==> src/rtl/fft_pkg.sv <==
// fft_pkg: shared constants and helpers for the FFT complex-multiplier slice.
//   DW_DEF / CW_DEF : default data / twiddle widths (Q1.(W-1) two's complement)
//   LAT             : fixed input-accept to output-valid latency of fft_cmul_pipe
//   q_max / q_min   : largest / smallest value of a W-bit Q1.(W-1) word
//   sat_bounds      : both saturation limits of a W-bit word bundled together
package fft_pkg;

  localparam int DW_DEF = 16;
  localparam int CW_DEF = 8;
  localparam int LAT    = 3;

  typedef struct packed {
    logic signed [63:0] max;
    logic signed [63:0] min;
  } sat_bounds_t;

  function automatic logic signed [63:0] q_max(input int w);
    return (64'sd1 <<< (w - 1)) - 64'sd1;
  endfunction

  function automatic logic signed [63:0] q_min(input int w);
    return -(64'sd1 <<< (w - 1));
  endfunction

  function automatic sat_bounds_t sat_bounds(input int w);
    sat_bounds_t b;
    b.max = q_max(w);
    b.min = q_min(w);
    return b;
  endfunction

endpackage

==> src/rtl/fft_cmul_pipe_if.sv <==
// fft_cmul_pipe_if: valid/ready bus of the complex multiplier.
//   Input side : in_valid, in_ready, in_re, in_im, tw_re, tw_im, conj
//   Output side: out_valid, out_ready, out_re, out_im, out_sat
//   master = traffic source/sink around the block, slave = fft_cmul_pipe itself.
interface fft_cmul_pipe_if
  import fft_pkg::*;
#(
  parameter int DW = DW_DEF,
  parameter int CW = CW_DEF
);
  logic                 in_valid;
  logic                 in_ready;
  logic signed [DW-1:0] in_re;
  logic signed [DW-1:0] in_im;
  logic signed [CW-1:0] tw_re;
  logic signed [CW-1:0] tw_im;
  logic                 conj;
  logic                 out_valid;
  logic                 out_ready;
  logic signed [DW-1:0] out_re;
  logic signed [DW-1:0] out_im;
  logic                 out_sat;

  modport master (
    output in_valid, in_re, in_im, tw_re, tw_im, conj, out_ready,
    input  in_ready, out_valid, out_re, out_im, out_sat
  );

  modport slave (
    input  in_valid, in_re, in_im, tw_re, tw_im, conj, out_ready,
    output in_ready, out_valid, out_re, out_im, out_sat
  );
endinterface

==> src/rtl/fft_cmul_scale.sv <==
// fft_cmul_scale: rescales one full-width complex-product component to DW bits.
//   x    : combined sum, SW = DW+CW+1 bits, scale 2^(CW-1) too large
//   y    : x >>> (CW-1), saturated to the DW-bit Q1.(DW-1) range
//   clip : 1 when y was clipped
// Macro FFT_CMUL_ROUND_EN: when defined, round half up before the shift;
// when undefined, plain floor truncation with no rounding adder.
module fft_cmul_scale
  import fft_pkg::*;
#(
  parameter int DW = DW_DEF,
  parameter int CW = CW_DEF,
  parameter int SW = DW + CW + 1
) (
  input  logic signed [SW-1:0] x,
  output logic signed [DW-1:0] y,
  output logic                 clip
);

  // One spare bit so the rounding increment can never wrap.
  localparam int XW = SW + 1;
  localparam sat_bounds_t B = sat_bounds(DW);
  localparam logic signed [XW-1:0] MAX_C = XW'(B.max);
  localparam logic signed [XW-1:0] MIN_C = XW'(B.min);
`ifdef FFT_CMUL_ROUND_EN
  localparam logic signed [XW-1:0] HALF_C = XW'(64'sd1 <<< (CW - 2));
`endif

  logic signed [XW-1:0] ext_s;
  logic signed [XW-1:0] shr_s;

  // Optional round, arithmetic shift, then clamp to the output range.
  always_comb begin
`ifdef FFT_CMUL_ROUND_EN
    ext_s = XW'(x) + HALF_C;
`else
    ext_s = XW'(x);
`endif
    shr_s = ext_s >>> (CW - 1);
    if (shr_s > MAX_C) begin
      y    = MAX_C[DW-1:0];
      clip = 1'b1;
    end else if (shr_s < MIN_C) begin
      y    = MIN_C[DW-1:0];
      clip = 1'b1;
    end else begin
      y    = shr_s[DW-1:0];
      clip = 1'b0;
    end
  end

endmodule

==> src/rtl/fft_cmul_pipe.sv <==
// fft_cmul_pipe: 3-stage pipelined complex multiplier, out = in * tw (or in * conj(tw)).
//   clk  : rising-edge clock
//   rst  : asynchronous active-high reset, flushes the pipe
//   bus  : fft_cmul_pipe_if.slave (input sample + twiddle + conj, output word + out_sat)
// Stages: S1 registers inputs, S2 registers the four partial products,
// S3 combines/scales/saturates into the output registers. A single global
// advance (out_ready | ~out_valid) moves every stage; bubbles are kept.
// Macro FFT_CMUL_ROUND_EN selects round-half-up scaling (see fft_cmul_scale).
module fft_cmul_pipe
  import fft_pkg::*;
#(
  parameter int DW = DW_DEF,
  parameter int CW = CW_DEF
) (
  input  logic            clk,
  input  logic            rst,
  fft_cmul_pipe_if.slave  bus
);

  localparam int PW = DW + CW;      // one product
  localparam int SW = DW + CW + 1;  // sum/difference of two products

  logic                 adv_s;
  logic                 v1_r, conj1_r;
  logic signed [DW-1:0] re1_r, im1_r;
  logic signed [CW-1:0] wr1_r, wi1_r;
  logic signed [PW-1:0] pa_s, pb_s, pc_s, pd_s;
  logic                 v2_r, conj2_r;
  logic signed [PW-1:0] pa_r, pb_r, pc_r, pd_r;
  logic signed [SW-1:0] sum_re_s, sum_im_s;
  logic signed [DW-1:0] y_re_s, y_im_s;
  logic                 clip_re_s, clip_im_s;
  logic                 v3_r, sat3_r;
  logic signed [DW-1:0] out_re_r, out_im_r;

  assign adv_s        = bus.out_ready | ~v3_r;
  assign bus.in_ready = adv_s & ~rst;

  // S1: capture sample, twiddle and conj mode.
  always_ff @(posedge clk or posedge rst) begin
    if (rst) begin
      v1_r    <= 1'b0;
      conj1_r <= 1'b0;
      re1_r   <= '0;
      im1_r   <= '0;
      wr1_r   <= '0;
      wi1_r   <= '0;
    end else if (adv_s) begin
      v1_r    <= bus.in_valid;
      conj1_r <= bus.conj;
      re1_r   <= bus.in_re;
      im1_r   <= bus.in_im;
      wr1_r   <= bus.tw_re;
      wi1_r   <= bus.tw_im;
    end
  end

  // Four signed partial products at full precision.
  always_comb begin
    pa_s = PW'(re1_r) * PW'(wr1_r);
    pb_s = PW'(im1_r) * PW'(wi1_r);
    pc_s = PW'(re1_r) * PW'(wi1_r);
    pd_s = PW'(im1_r) * PW'(wr1_r);
  end

  // S2: register the partial products.
  always_ff @(posedge clk or posedge rst) begin
    if (rst) begin
      v2_r    <= 1'b0;
      conj2_r <= 1'b0;
      pa_r    <= '0;
      pb_r    <= '0;
      pc_r    <= '0;
      pd_r    <= '0;
    end else if (adv_s) begin
      v2_r    <= v1_r;
      conj2_r <= conj1_r;
      pa_r    <= pa_s;
      pb_r    <= pb_s;
      pc_r    <= pc_s;
      pd_r    <= pd_s;
    end
  end

  // Conjugation flips add/sub rather than negating tw_im, so tw_im = -2^(CW-1) stays exact.
  always_comb begin
    sum_re_s = '0;
    sum_im_s = '0;
    if (conj2_r) begin
      sum_re_s = SW'(pa_r) + SW'(pb_r);
      sum_im_s = SW'(pd_r) - SW'(pc_r);
    end else begin
      sum_re_s = SW'(pa_r) - SW'(pb_r);
      sum_im_s = SW'(pc_r) + SW'(pd_r);
    end
  end

  fft_cmul_scale #(.DW(DW), .CW(CW), .SW(SW)) u_scale_re (
    .x    (sum_re_s),
    .y    (y_re_s),
    .clip (clip_re_s)
  );

  fft_cmul_scale #(.DW(DW), .CW(CW), .SW(SW)) u_scale_im (
    .x    (sum_im_s),
    .y    (y_im_s),
    .clip (clip_im_s)
  );

  // S3: output registers; bubbles leave zeroed data and a clear sat flag.
  always_ff @(posedge clk or posedge rst) begin
    if (rst) begin
      v3_r     <= 1'b0;
      sat3_r   <= 1'b0;
      out_re_r <= '0;
      out_im_r <= '0;
    end else if (adv_s) begin
      v3_r     <= v2_r;
      sat3_r   <= v2_r & (clip_re_s | clip_im_s);
      out_re_r <= v2_r ? y_re_s : '0;
      out_im_r <= v2_r ? y_im_s : '0;
    end
  end

  assign bus.out_valid = v3_r;
  assign bus.out_sat   = sat3_r;
  assign bus.out_re    = out_re_r;
  assign bus.out_im    = out_im_r;

endmodule

==> src/flat_wrapper.sv <==
// flat-port wrapper written by rule: the top's interface ports become plain ports
module fft_cmul_pipe_flat import fft_pkg::*;
#(
  parameter int DW = DW_DEF,
  parameter int CW = CW_DEF
)
  (clk, rst, bus_in_valid, bus_in_re, bus_in_im, bus_tw_re, bus_tw_im, bus_conj, bus_out_ready, bus_in_ready, bus_out_valid, bus_out_re, bus_out_im, bus_out_sat);
  fft_cmul_pipe_if #(.DW(DW), .CW(CW)) bus_i ();
  input  logic clk;
  input  logic rst;
  input wire logic [$bits(bus_i.in_valid)-1:0] bus_in_valid;
  input wire logic [$bits(bus_i.in_re)-1:0] bus_in_re;
  input wire logic [$bits(bus_i.in_im)-1:0] bus_in_im;
  input wire logic [$bits(bus_i.tw_re)-1:0] bus_tw_re;
  input wire logic [$bits(bus_i.tw_im)-1:0] bus_tw_im;
  input wire logic [$bits(bus_i.conj)-1:0] bus_conj;
  input wire logic [$bits(bus_i.out_ready)-1:0] bus_out_ready;
  output wire logic [$bits(bus_i.in_ready)-1:0] bus_in_ready;
  output wire logic [$bits(bus_i.out_valid)-1:0] bus_out_valid;
  output wire logic [$bits(bus_i.out_re)-1:0] bus_out_re;
  output wire logic [$bits(bus_i.out_im)-1:0] bus_out_im;
  output wire logic [$bits(bus_i.out_sat)-1:0] bus_out_sat;
  assign bus_i.in_valid = bus_in_valid;
  assign bus_i.in_re = bus_in_re;
  assign bus_i.in_im = bus_in_im;
  assign bus_i.tw_re = bus_tw_re;
  assign bus_i.tw_im = bus_tw_im;
  assign bus_i.conj = bus_conj;
  assign bus_i.out_ready = bus_out_ready;
  assign bus_in_ready = bus_i.in_ready;
  assign bus_out_valid = bus_i.out_valid;
  assign bus_out_re = bus_i.out_re;
  assign bus_out_im = bus_i.out_im;
  assign bus_out_sat = bus_i.out_sat;
  fft_cmul_pipe #(.DW(DW), .CW(CW)) u_core (.clk(clk), .rst(rst), .bus(bus_i));
endmodule
==> config.mk <==
export PLATFORM = sky130hd
export DESIGN_NAME = fft_cmul_pipe_flat
export DESIGN_NICKNAME = d
export VERILOG_FILES = /design/src/rtl/fft_pkg.sv /design/src/rtl/fft_cmul_pipe_if.sv /design/src/rtl/fft_cmul_scale.sv /design/src/rtl/fft_cmul_pipe.sv /design/src/flat_wrapper.sv
export SDC_FILE = /design/constraint.sdc
export NUM_CORES = 2
export LEC_CHECK = 0
export ABC_AREA = 0
export CAP_MARGIN = 20
export CORE_AREA = 5 5 226 448
export CTS_BUF_LIST = sky130_fd_sc_hd__clkbuf_4 sky130_fd_sc_hd__clkbuf_8
export DETAILED_ROUTE_END_ITERATION = 7
export DIE_AREA = 0 0 231 453
export PLACE_DENSITY = 0.43
export SLEW_MARGIN = 20
export SYNTH_ARGS = -nofsm -noshare
export SYNTH_HDL_FRONTEND = slang
export SYNTH_HIERARCHICAL = 1
export SYNTH_SLANG_ARGS = --single-unit
==> constraint.sdc <==
create_clock -name clk -period 7.6 [get_ports clk]
set_input_delay 1.14 -clock clk [delete_from_list [all_inputs] [get_ports clk]]
set_output_delay 1.14 -clock clk [all_outputs]
set_load 0.02 [all_outputs]
==> flow_metrics.tcl <==
set metrics [dict create \
    cts_resized 0 \
    finalWirelength_mm 89.1 \
    globalplace.congestion 0.824 \
    grt_pass1_wl_mm 141 \
    layout_setup_ws_ns 1.75 \
    clock_latency_ns 0.60 \
    grt_use_total_pct 17.5 \
    netlist_area_um2 28800 \
    ctsRootBufferMaster "clkbuf_8" \
    outcome "completed" \
    cts_setup_buffers 0 \
    cts.sinks 182 \
    path_cells "inv_1 -> buf_4 -> fa_1 -> fa_1 -> inv_1 -> fa_1 -> inv_1 -> fa_1 -> inv_1 -> ha_1 -> o21a_1 -> a211oi_1 -> o21a_1 -> o31a_1 -> o21ai_1 -> a211oi_1 -> nor3b_1 -> o41a_1" \
    clk_pin_slew_ns 0.12 \
    syn_nets 4086 \
    core-area_um2 97300 \
    cts_buffers 17 \
    fin_util_pct 32.3 \
    min_from "u_core/wi1_r[4]$_DFFE_PP0N_" \
    hold_slack_ns 0.477 \
    yosys_warnings 6 \
    holdPathStages 2 \
    post-route-min-period_ns 5.85 \
    routed-via-count 21752 \
    num-nets-final 4085 \
    grt_max_degree 187 \
    syn_inst 3389 \
    r2r_cells 18 \
    post-route-drc-count 0 \
    die_area_um2 105000 \
    start_kind "flop" \
    drtAntennaViolNets 0 \
    crit_path_top_delay_cell "inv_1" \
    die_w_um 231 \
    overflow 0 \
    rr_startpoint "u_core/wr1_r[7]$_DFFE_PP0N_" \
    ios 88 \
    slew_headroom_pct 31.0 \
    timing.fmax_ghz 0.171 \
    cts_buffer_depth 2 \
    min_to "u_core/wi1_r[4]$_DFFE_PP0N_" \
    r2r_setup_slack_ns 1.75 \
    cts-hold-fix-buffers 0 \
    setup_viol 0 \
    grt_pass1_vias 24132 \
    setup-tns-final_ns 0 \
    slew_viol_final 0 \
    slowest_delay_ns 0.54 \
    area_growth_pct 9.04 \
    cp_max_fo 16 \
    via_per_inst 4.70 \
    io_buffers 87 \
    tightestPinTransition_ns 1.03 \
    drive_above_1_share_pct 3.09 \
    finalHoldViolations 0 \
    rsz0062_at_grt "false" \
    critPathCaptureType "flop" \
    cp.required_ns 8.10 \
    crit_start "u_core/wr1_r[7]$_DFFE_PP0N_" \
    multiInputGateArea_um2 21500 \
    worstHoldPathType "reg -> reg" \
    clock_skew_ns 0.0257 \
    chipHeight_um 453 \
    dp_hpwl_mm 73.1 \
    dr.pass1.iters 5 \
    fillerInstances 10457 \
    syn_avg_cell_area_um2 8.49 \
    period_share_pct 77.0 \
    antenna_found_initial 3 \
    regArea_um2 4560 \
    post-place-ws_ns 1.75 \
    rows 162 \
    timing.rr.end "u_core/pa_r[21]$_DFFE_PP0N_" \
    start_util_pct 29.6 \
    h-tree-depth 4 \
    drv_cap 0 \
    cts_tree "built" \
    first_iter_violations 961 \
    avgRoutedWirePerCell_um 19.2 \
    critPathArrivalTime_ns 6.35 \
    crit_type "reg -> reg" \
]
-- final cells by class --
| type | instances | area share [%] |
|---|---|---|
| clock inverters | 14 | 0.510 |
| well taps | 1230 | 4.90 |
| diodes | 2 | 0.0160 |
| flip-flops and latches | 182 | 14.5 |
| multi-input cells | 2475 | 68.4 |
| clock buffers | 17 | 0.746 |
| repair buffers | 129 | 3.86 |
| inverters | 583 | 7.00 |
-- per-layer routing --
metal	GRT usage [%]	up-vias	wire, µm
met4	5.97	0	3020
met1	19.0	10853	33600
met2	35.0	256	50900
met5	0	-	0
li1	-	10551	-
met3	1.75	92	1560
-- critical path, delay by kind of cell (launching register included) --
| family | cells | cell delay [ns] |
|---|---|---|
| AND/OR/NAND/NOR | 1 | 0.08 |
| adder cells (fa/ha/maj) | 5 | 2.29 |
| buffers and inverters | 5 | 1.07 |
| flip-flops | 1 | 0.50 |
| AO/OA/AOI/OAI | 7 | 1.80 |
-- worst max-delay path by stage --
stage,end,slack (ns),depth (start not counted)
CTS,u_core/pa_r[21]$_DFFE_PP0N_,1.73,18
detailed placement,u_core/pa_r[21]$_DFFE_PP0N_,1.75,18
floorplan,u_core/bus.out_im[0]$_DFFE_PP0N_,1.52,1
finish,u_core/pa_r[21]$_DFFE_PP0N_,1.75,18
global route,u_core/pd_r[23]$_DFFE_PP0N_,1.48,17
global placement,u_core/pd_r[23]$_DFFE_PP0N_,1.78,17
-- placed cells by master, fill, tap and decap left out, types with 9 or more instances in the layout --
master / instances
inv_1: 582
nand2_1: 439
fa_1: 414
and2_1: 352
ha_1: 230
nor2_1: 209
dfrtp_1: 181
a21oi_1: 127
xnor2_1: 99
clkdlybuf4s50_1: 87
o21ai_0: 80
nand3_1: 62
xor2_1: 52
buf_4: 40
nor3_1: 39
a21o_1: 33
o22ai_1: 32
a21boi_1: 28
nand2b_1: 26
o21a_1: 25
clkbuf_8: 17
a211oi_1: 17
or3_1: 16
o31ai_1: 16
a31oi_1: 16
nor2b_1: 14
o21bai_1: 12
and3_1: 12
nor4_1: 10
nor3b_1: 9
-- stage by stage --
stage / instance area, µm² / instances
detailed placement: 31000 / 4599
CTS: 31400 / 4630
global placement: 31000 / 4599
finish: 31400 / 4632
global route: 31400 / 4631
floorplan: 28800 / 3389
-- flip-flops by register name, summed over array words and instances (netlist names), 8 cells and up --
signal / flops
u_core/bus.out_im: 16
u_core/bus.out_re: 16
u_core/im1_r: 16
u_core/pa_r: 24
u_core/pb_r: 24
u_core/pc_r: 24
u_core/pd_r: 24
u_core/re1_r: 16
u_core/wi1_r: 8
u_core/wr1_r: 8
Power is not shown: default switching activity piles up to over one toggle a cycle in this logic, so the estimate is an artifact.
